<file path="src/rtl/bcd_tick_counter.sv">
// bcd_tick_counter: two-digit BCD up/down counter with internal rate divider.
// Drives the ones/tens digits for HEX0/HEX1 and one-cycle Tick/Wrap pulses.
// Optional feature macro: BCD_TICK_DOWN_EN -- when defined, Up selects the
// count direction and the decrement/borrow path is built; when undefined the
// block counts up only and Up is ignored.
module bcd_tick_counter #(
    parameter int TICK_DIV = 50_000_000,
    parameter int DIV_W    = 26
) (
    input  logic       Clock,
    input  logic       Reset,
    input  logic       Enable,
    input  logic       Up,
    input  logic       Load,
    input  logic [7:0] LoadVal,
    output logic [3:0] Digit0,
    output logic [3:0] Digit1,
    output logic       Tick,
    output logic       Wrap
);

    // Last divider value; the edge on which the divider sits here is a step edge.
    localparam logic [DIV_W-1:0] DIV_LAST = DIV_W'(TICK_DIV - 1);

    logic [3:0]       ones_q, ones_d;
    logic [3:0]       tens_q, tens_d;
    logic [DIV_W-1:0] div_q,  div_d;
    logic             tick_q, tick_d;
    logic             wrap_q, wrap_d;

    // Clamp a loaded nibble so the digit registers never hold A-F.
    function automatic logic [3:0] sat9(input logic [3:0] nib);
        return (nib > 4'd9) ? 4'd9 : nib;
    endfunction

`ifndef BCD_TICK_DOWN_EN
    // Direction input has no function in the up-only build.
    logic unused_up;
    assign unused_up = Up;
`endif

    // Next-state: load beats a step; divider and count hold while disabled.
    always_comb begin
        ones_d = ones_q;
        tens_d = tens_q;
        div_d  = div_q;
        tick_d = 1'b0;
        wrap_d = 1'b0;
        if (Load) begin
            tens_d = sat9(LoadVal[7:4]);
            ones_d = sat9(LoadVal[3:0]);
            div_d  = '0;
        end else if (Enable) begin
            if (div_q == DIV_LAST) begin
                div_d  = '0;
                tick_d = 1'b1;
`ifdef BCD_TICK_DOWN_EN
                if (!Up) begin
                    // Decrement with borrow; 00 wraps to 99.
                    if (ones_q == 4'd0) begin
                        ones_d = 4'd9;
                        if (tens_q == 4'd0) begin
                            tens_d = 4'd9;
                            wrap_d = 1'b1;
                        end else begin
                            tens_d = tens_q - 4'd1;
                        end
                    end else begin
                        ones_d = ones_q - 4'd1;
                    end
                end else
`endif
                begin
                    // Increment with carry; 99 wraps to 00.
                    if (ones_q == 4'd9) begin
                        ones_d = 4'd0;
                        if (tens_q == 4'd9) begin
                            tens_d = 4'd0;
                            wrap_d = 1'b1;
                        end else begin
                            tens_d = tens_q + 4'd1;
                        end
                    end else begin
                        ones_d = ones_q + 4'd1;
                    end
                end
            end else begin
                div_d = div_q + 1'b1;
            end
        end
    end

    // State registers with synchronous reset; Tick/Wrap land with the new digits.
    always_ff @(posedge Clock) begin
        if (Reset) begin
            ones_q <= 4'd0;
            tens_q <= 4'd0;
            div_q  <= '0;
            tick_q <= 1'b0;
            wrap_q <= 1'b0;
        end else begin
            ones_q <= ones_d;
            tens_q <= tens_d;
            div_q  <= div_d;
            tick_q <= tick_d;
            wrap_q <= wrap_d;
        end
    end

    assign Digit0 = ones_q;
    assign Digit1 = tens_q;
    assign Tick   = tick_q;
    assign Wrap   = wrap_q;

endmodule

</file>
<file path="config.mk">
export PLATFORM = sky130hd
export DESIGN_NAME = bcd_tick_counter
export DESIGN_NICKNAME = d
export VERILOG_FILES = /design/src/rtl/bcd_tick_counter.sv
export SDC_FILE = /design/constraint.sdc
export NUM_CORES = 1
export LEC_CHECK = 0
export BUFFER_PORTS_ARGS = -buffer_cell sky130_fd_sc_hd__buf_2
export CAP_MARGIN = 20
export CORE_MARGIN = 5
export CORE_UTILIZATION = 45
export DETAILED_ROUTE_END_ITERATION = 6
export PLACE_DENSITY_LB_ADDON = 0.15
export SETUP_SLACK_MARGIN = 0.15
export SLEW_MARGIN = 0
export SYNTH_ARGS = -nofsm -noshare
export SYNTH_HDL_FRONTEND = slang
export SYNTH_SLANG_ARGS = --single-unit
</file>
<file path="constraint.sdc">
create_clock -name Clock -period 2.05 [get_ports Clock]
set_clock_uncertainty 0.05 [all_clocks]
set_input_delay 0.41 -clock Clock [delete_from_list [all_inputs] [get_ports Clock]]
set_output_delay 0.41 -clock Clock [all_outputs]
set_load 0.02 [all_outputs]
</file>
==> results_dict.tcl, run 1 <==
set metrics [dict create \
    htreeDepth 2 \
    drt_wl_total_um 4200 \
    fin_crit_sh_pct 88.6 \
    r2r-start "div_q[5]" \
    cp_max_fo 6 \
    synth.cell_area_um2 1920 \
    antenna_cells 0 \
    register_area_um2 734 \
    hold_viol 0 \
    endpoint_kind "flip-flop" \
    criticalPathCategory "flip-flop to flip-flop" \
    holdWs_ns 0.351 \
    r2r_slack_ns 0.23 \
    clkSinkCount 36 \
    clock_latency_ns 0.29 \
    fin_ws_ns 0.234 \
    fmax_mhz 551 \
    drv_slew 0 \
    final.setup.tns_ns 0 \
    rsz0062_at_grt "false" \
    synthCells 230 \
    numCtsBuffers 5 \
    mostFrequentLayoutCells "dfxtp_1 (25), buf_2 (21), nor2_1 (20)" \
    io_pins 23 \
    relSlewSlack_pct 63.2 \
    multiInputGateArea_um2 1150 \
    final_cell_area_um2 2310 \
    hold_path.class "input port to flip-flop" \
    fin_nets 273 \
    total_power_w 0.00145 \
    synth_seq_cells 36 \
    cpMaxStageDelayCell "or4_4" \
    ant_nets 0 \
    powerDensity_nw_per_um2 627 \
    gp_congestion 0.751 \
    vias 1787 \
    drc 0 \
    first_pass_iters 4 \
    setup_violations 0 \
    outcome "finished clean" \
    cts_hold_buf 0 \
    layout.cells.most_common "dfxtp_1" \
    required_ns 2.23 \
    worst_pin_slew_ns 0.547 \
    postSynth.asyncResetShare_pct 0 \
    hpwl_um 3030 \
    clk_pin_slew_worst_paths_ns 0.08 \
    synth-edff-count 0 \
    min_from "LoadVal[6]" \
    peakVddDrop_v 0.000506 \
    die_y_um 75.3 \
    synth_nets 244 \
    cts_tree "built" \
    antenna_found_initial 0 \
    critPathTopFamily "simple AND/OR/NAND/NOR gates" \
    maxCapViolCount 0 \
    clk_path_buf_depth 2 \
    cp_num_buf_inv 0 \
    syn_avg_cell_area_um2 8.34 \
    slowest_delay_ns 0.60 \
    dieArea_um2 5670 \
    ys_types 47 \
    arrival_ns 1.99 \
    seq_area_frac_synth_pct 37.6 \
    gr-total-overflow 0 \
    core_um2 4060 \
    n_fill_cell 372 \
    root_buffer "clkbuf_8" \
    worstSetupStartpointType "flip-flop" \
    dp_slack_ns 0.0718 \
    synthFlopType "dfxtp_1" \
    drtIter0Drc 110 \
    yosysTopAreaCell "dfxtp_1" \
    die_w_um 75.3 \
    rows 23 \
    leakage_nw 0.776 \
    drt-vias-per-instance 5.76 \
    drive_above_1_share_pct 25.8 \
    min_period_ns 1.82 \
    start_util_pct 47.3 \
    grt_max_degree 26 \
    place_area_um2 2140 \
    yosysTopAreaCellShare_pct 37.6 \
    cp_cell_sequence "nand4_2 -> or4_4 -> or4_1 -> a21oi_1" \
    wl_per_cell_um 13.6 \
    grt_first_pass_wirelength_um 6950 \
    grt_usage_pct 15.8 \
    ys_warn_count 0 \
    port_buffers 21 \
    area_growth_syn_to_layout_pct 20.5 \
    grt_pass1_vias 1509 \
    synthTopCellsByArea "dfxtp_1 (38%), nor2_1 (3.9%), a21oi_1 (3.7%)" \
    critPathLaunch "div_q[5]" \
]
## kinds of logic (layout without fill, tap and decap cells)
family          Yosys count  after routing  share of synthesized area (%)
buf+inv                  22             52                           4.89
xor+xnor                 14             14                           6.39
simple gates            105            105                           32.5
compound gates           50             50                           17.0
flops                    36             36                           37.6
mux                       2              2                           1.04
fa+ha+maj                 1              1                          0.652
## metal layers
metal	up-vias	wire length, um	share of wire (%)	global-route usage (%)
li1	924	-	-	-
met1	826	2160	51	23.3
met2	28	1820	43	22.2
met3	9	132	3.1	4.01
met4	0	87	2.1	5.24
met5	-	0	0	0
## final timing paths
kind                                   to  depth (start not counted)
worst max-delay path            div_q[25]                          4
worst max register to register  div_q[25]                          4
worst min-delay path            Digit1[2]                          3
worst min register to register  div_q[23]                          2
## sequential cells by signal (all words and copies together), names as in the netlist
signal and cells:
div_q 26, Digit0 4, Digit1 4, Tick 1
Wrap 1
## per-stage QoR
stage | instances | utilization (%)
2_1_floorplan | 230 | -
3_3_place_gp | 301 | 52.6
3_5_place_dp | 301 | 52.6
4_1_cts | 309 | 55.4
5_1_grt | 310 | 57.0
6_report | 310 | 57.0
## final cells by class
type,count,share of cell area (%)
Clock buffer,6,3.14
Clock inverter,2,1.52
Inverter,9,1.46
Multi-Input combinational cell,172,49.8
Sequential cell,36,31.8
Tap cell,50,2.71
Timing Repair Buffer,35,9.64
## cells in the mapped netlist (all sizes together) (2+ instances only)
cell / count
and4: 5
a21oi: 14
nand3b: 3
a311oi: 2
clkbuf: 9
xor2: 6
nand3: 12
dfxtp: 36
nor4b: 3
o21a: 2
o21ai: 9
o31ai: 8
or2: 2
mux2i: 2
o211ai: 4
inv: 9
nor4bb: 2
or4: 10
buf: 4
nand4: 12
nand2: 10
or3: 7
nor2: 20
nor3: 9
nand2b: 2
xnor2: 8
a31oi: 2
a211oi: 2
and3: 3
## power breakdown
group	internal [W]	total [W]	switching [W]
Combinational	0.0000464	0.000110	0.0000636
Sequential	0.000711	0.000726	0.0000156
Clock	0.000361	0.000612	0.000251
## worst reg2reg max path, cell delays in order (launching register included)
cell and delay [ns]:
dfxtp_2 0.36, nand4_2 0.13, or4_4 0.60, or4_1 0.48, a21oi_1 0.14
## timing repair
action	4_1_cts	5_1_grt
setup endpoints to repair	3	24
pin swaps	0	1
resized for setup	2	18
buffers inserted	0	1
Power figures use the tool's default switching activity.
==> run 2, diff against run 1 <==
--- a/config.mk
+++ b/config.mk
@@ -9,8 +9,10 @@
 export CAP_MARGIN = 20
 export CORE_MARGIN = 5
 export CORE_UTILIZATION = 45
+export CTS_BUF_LIST = sky130_fd_sc_hd__clkbuf_8 sky130_fd_sc_hd__clkbuf_16
 export DETAILED_ROUTE_END_ITERATION = 6
 export PLACE_DENSITY_LB_ADDON = 0.15
+export RECOVER_POWER = 25
 export SETUP_SLACK_MARGIN = 0.15
 export SLEW_MARGIN = 0
 export SYNTH_ARGS = -nofsm -noshare
==> run 2 against run 1 <==
  * Final cell count fell by 0.32%
  * Die area did not move
  * Total power fell by 0.41%
  * Cell area fell by 0.81%
  * Utilization fell by 0.46 points
  * Worst setup slack got worse by 0.00084 ns
  * Sequential power barely moved
  * Critical endpoint unchanged
==> results_dict.tcl, run 2 (synthesized netlist as in run 1, its figures left out) <==
set metrics [dict create \
    holdWs_ns 0.349 \
    drtIter0Drc 107 \
    leakage_nw 0.739 \
    hold_viol 0 \
    gp_congestion 0.751 \
    total_power_w 0.00144 \
    relSlewSlack_pct 63.6 \
    vias 1788 \
    place_area_um2 2140 \
    io_pins 23 \
    start_util_pct 47.3 \
    top_register "div_q" \
    grt_usage_pct 15.8 \
    grt_first_pass_wirelength_um 6960 \
    rows 23 \
    largest_register_ffs 26 \
    cts_hold_buf 0 \
    fin_nets 272 \
    hold_path.class "input port to flip-flop" \
    cp_max_fo 6 \
    setup_violations 0 \
    cp_cell_sequence "nand4_2 -> or4_4 -> or4_1 -> a21oi_1" \
    critPathLaunch "div_q[5]" \
    numCtsBuffers 5 \
    drc 0 \
    cpMaxStageDelayCell "or4_4" \
    grt_max_degree 26 \
    peakVddDrop_v 0.000506 \
    fmax_mhz 550 \
    final.setup.tns_ns 0 \
    drt_wl_total_um 4240 \
    drv_slew 0 \
    arrival_ns 2.00 \
    area_growth_syn_to_layout_pct 19.5 \
    drt-vias-per-instance 5.79 \
    ant_nets 0 \
    clk_pin_slew_worst_paths_ns 0.08 \
    clock_latency_ns 0.29 \
    criticalPathCategory "flip-flop to flip-flop" \
    gr-total-overflow 0 \
    required_ns 2.23 \
    drive_above_1_share_pct 22.0 \
    port_buffers 21 \
    outcome "finished clean" \
    powerDensity_nw_per_um2 629 \
    r2r_slack_ns 0.23 \
    critical_path.endpoint "div_q[25]" \
    die_y_um 75.3 \
    clk_path_buf_depth 2 \
    rsz0062_at_grt "true" \
    die_w_um 75.3 \
    endpoint_kind "flip-flop" \
    min_period_ns 1.82 \
    hpwl_um 3030 \
    maxCapViolCount 0 \
    worst_pin_slew_ns 0.541 \
    htreeDepth 2 \
    clkSinkCount 36 \
    worstSetupStartpointType "flip-flop" \
    ff2ff_path_depth 4 \
    wl_per_cell_um 13.7 \
    r2r-start "div_q[5]" \
    mostFrequentLayoutCells "dfxtp_1 (25), nor2_1 (20), a21oi_1 (14)" \
    grt_pass1_vias 1508 \
    root_buffer "clkbuf_8" \
    r2r_end "div_q[25]" \
    layout.cells.most_common "dfxtp_1" \
    core_um2 4060 \
    antenna_found_initial 0 \
    first_pass_iters 4 \
    slowest_delay_ns 0.60 \
    min_path_cells 3 \
    cts_tree "built" \
    dieArea_um2 5670 \
    antenna_cells 0 \
    final_cell_area_um2 2290 \
    fin_crit_sh_pct 88.6 \
]
## run 2: cell type report
class / instances / area, um2
inverter: 9 / 33.8
tap: 50 / 62.6
clock inverter: 3 / 38.8
sequential: 36 / 734
multi-input combinational: 172 / 1150
clock buffer: 5 / 68.8
timing repair buffer: 34 / 204
fill: 376 / 1770
## run 2: what timing repair did
action | CTS | global route
setup endpoints to repair | 3 | 24
endpoints found under the hold margin | 0 | 0
buffers inserted | 0 | 0
gates cloned | 0 | 0
resized for setup | 2 | 18
pin swaps | 0 | 1
## run 2: per-stage QoR
stage / utilization (%) / instances / worst slack (ns)
3_3_place_gp: 52.6 / 301 / 0.103
5_1_grt: 56.5 / 309 / 0.142
6_report: 56.5 / 309 / 0.233
2_1_floorplan: - / 230 / 0.170
3_5_place_dp: 52.6 / 301 / 0.0718
4_1_cts: 55.4 / 309 / 0.155
## run 2: how the worst min path moves through the flow
stage	startpoint	to	slack (ns)
after floorplan	div_q[25]	div_q[25]	0.40
after global placement	div_q[23]	div_q[23]	0.42
after global routing	LoadVal[6]	Digit1[2]	0.37
after detailed placement	div_q[23]	div_q[23]	0.43
final	LoadVal[6]	Digit1[2]	0.35
after CTS	LoadVal[6]	Digit1[2]	0.34
## run 2: layer usage
metal	up-vias	share of wire (%)	track usage (%)
li1	922	-	-
met1	831	52	23.4
met3	9	3.3	4.01
met4	0	2.2	5.24
met2	26	43	22.2
met5	-	0	0
## run 2: worst max-delay path, delay by kind of cell, from the launching register on
family / cells / cell delay (ns)
AO/OA/AOI/OAI: 1 / 0.14
AND/OR/NAND/NOR: 3 / 1.21
flip-flops: 1 / 0.36
## run 2: power breakdown
group          switching [W]  internal [W]  total [W]
registers          0.0000159      0.000711   0.000727
clock network       0.000252      0.000356   0.000608
logic              0.0000639     0.0000442   0.000108
==> run 3, diff against run 2 <==
--- a/config.mk
+++ b/config.mk
@@ -6,7 +6,6 @@
 export NUM_CORES = 1
 export LEC_CHECK = 0
 export BUFFER_PORTS_ARGS = -buffer_cell sky130_fd_sc_hd__buf_2
-export CAP_MARGIN = 20
 export CORE_MARGIN = 5
 export CORE_UTILIZATION = 45
 export CTS_BUF_LIST = sky130_fd_sc_hd__clkbuf_8 sky130_fd_sc_hd__clkbuf_16
==> constraint.sdc (replaced) <==
create_clock -name Clock -period 2.05 [get_ports Clock]
set_clock_uncertainty 0.05 [all_clocks]
set_input_delay 0.205 -clock Clock [delete_from_list [all_inputs] [get_ports Clock]]
set_output_delay 0.205 -clock Clock [all_outputs]
set_load 0.02 [all_outputs]
==> run 3 against run 2 <==
  * First-iteration DRC count is 6.5% higher
  * Global-route usage is 2.1 points higher
  * Critical path depth is 2 higher
  * Via count is 1.0% higher
  * Clock power is 17% lower
  * Critical path type unchanged
  * Critical endpoint is now div_q[24]
  * Combinational power hardly changed
  * Largest cell class unchanged
==> results_dict.tcl, run 3 (synthesized netlist as in run 1, its figures left out) <==
set metrics [dict create \
    hpwl_um 3160 \
    gr-total-overflow 0 \
    leakage_nw 0.754 \
    final_cell_area_um2 2330 \
    clock_latency_ns 0.29 \
    n_fill_cell 399 \
    instances_no_fill 313 \
    endpoint_kind "flip-flop" \
    criticalPathCategory "flip-flop to flip-flop" \
    worst_pin_slew_ns 0.479 \
    die_w_um 75.3 \
    cpMaxStageDelayCell "or4_1" \
    utilization_pct 57.5 \
    place_area_um2 2130 \
    cts_tree "built" \
    antenna_cells 0 \
    cp_cell_sequence "ha_2 -> and3_4 -> nand4_1 -> buf_4 -> or4_1 -> a21oi_2" \
    drtIter0Drc 114 \
    fin_crit_sh_pct 88.9 \
    final.setup.tns_ns 0 \
    setup_violations 0 \
    largest_register_ffs 26 \
    area_growth_syn_to_layout_pct 21.7 \
    rsz0062_at_grt "false" \
    hold_path.class "input port to flip-flop" \
    dp_cells 302 \
    powerDensity_nw_per_um2 572 \
    hold_viol 0 \
    start_util_pct 47.3 \
    clkSinkCount 36 \
    root_buffer "clkbuf_8" \
    critPathLaunch "div_q[0]" \
    drc 0 \
    drt_wl_total_um 4540 \
    cp_max_fo 13 \
    outcome "finished clean" \
    clk_path_buf_depth 2 \
    slowest_delay_ns 0.49 \
    wl_per_cell_um 14.5 \
    dieArea_um2 5670 \
    rows 23 \
    drt-vias-per-instance 5.77 \
    fmax_mhz 549 \
    port_buffers 21 \
    ant_nets 0 \
    fin_nets 276 \
    mostFrequentLayoutCells "dfxtp_1 (25), nor2_1 (20), buf_4 (16)" \
    gp_congestion 0.820 \
    peakVddDrop_v 0.000457 \
    grt_first_pass_wirelength_um 7800 \
    relSlewSlack_pct 67.7 \
    r2r-start "div_q[0]" \
    numCtsBuffers 5 \
    grt_max_degree 16 \
    core_um2 4060 \
    min_period_ns 1.82 \
    r2r_slack_ns 0.23 \
    min_from "LoadVal[6]" \
    first_pass_iters 4 \
    layout.cells.most_common "dfxtp_1" \
    io_pins 23 \
    die_y_um 75.3 \
    cts_hold_buf 0 \
    drive_above_1_share_pct 23.2 \
    top_register "div_q" \
    htreeDepth 2 \
    worstSetupStartpointType "flip-flop" \
    grt_usage_pct 17.9 \
    grt_pass1_vias 1668 \
    drv_slew 0 \
    holdWs_ns 0.137 \
    maxCapViolCount 0 \
    clk_pin_slew_worst_paths_ns 0.07 \
    antenna_found_initial 0 \
    arrival_ns 2.00 \
    required_ns 2.23 \
    vias 1806 \
]
-- run 3: path summary, 6_finish.rpt --
kind / end / cells past startpoint
worst min register to register: div_q[23] / 2
worst max register to register: div_q[24] / 6
worst min-delay path: Digit1[2] / 3
worst max-delay path: div_q[24] / 6
-- run 3: critical path, delay by kind of cell (launching register included) --
family	cells	cell delay, ns
AOI/OAI and AO/OA	1	0.15
adders and majority gates	1	0.20
buffers and inverters	1	0.18
DFF	1	0.36
and+or+nand+nor	3	0.83
-- run 3: area by class of cell --
type / instances / area, um2 / area share [%]
clock buffers: 6 / 82.6 / 3.54
clock inverters: 2 / 7.51 / 0.322
inverters: 9 / 33.8 / 1.45
multi-input cells: 172 / 1170 / 50.2
flip-flops and latches: 36 / 744 / 31.9
well taps: 50 / 62.6 / 2.68
repair buffers: 38 / 233 / 9.97
-- run 3: timing repair --
action / in CTS / in global routing
cloned: 0 / 0
endpoints found under the hold margin: 0 / 0
gates resized for setup: 4 / 24
setup buffers: 3 / 0
endpoints found under the setup margin: 6 / 17
pin swaps: 1 / 2
-- run 3: routing by layer --
metal / GRT usage [%] / vias up / wire (um)
met5: 0 / - / 0
met4: 6.99 / 0 / 74
met3: 3.60 / 7 / 170
met2: 27.4 / 25 / 2080
met1: 24.8 / 851 / 2220
li1: - / 923 / -
-- run 3: per-stage QoR --
step / worst slack, ns / total power, W
global placement: 0.113 / 0.000847
floorplan: 0.170 / 0.000806
detailed placement: 0.0877 / 0.000849
global route: 0.142 / 0.00140
CTS: 0.160 / 0.00136
finish: 0.228 / 0.00134
-- run 3: power by group --
group / leakage [nW] / switching [W] / internal (W)
clock network: 0.0538 / 0.000240 / 0.000264
registers: 0.298 / 0.0000192 / 0.000706
logic: 0.402 / 0.0000638 / 0.0000432
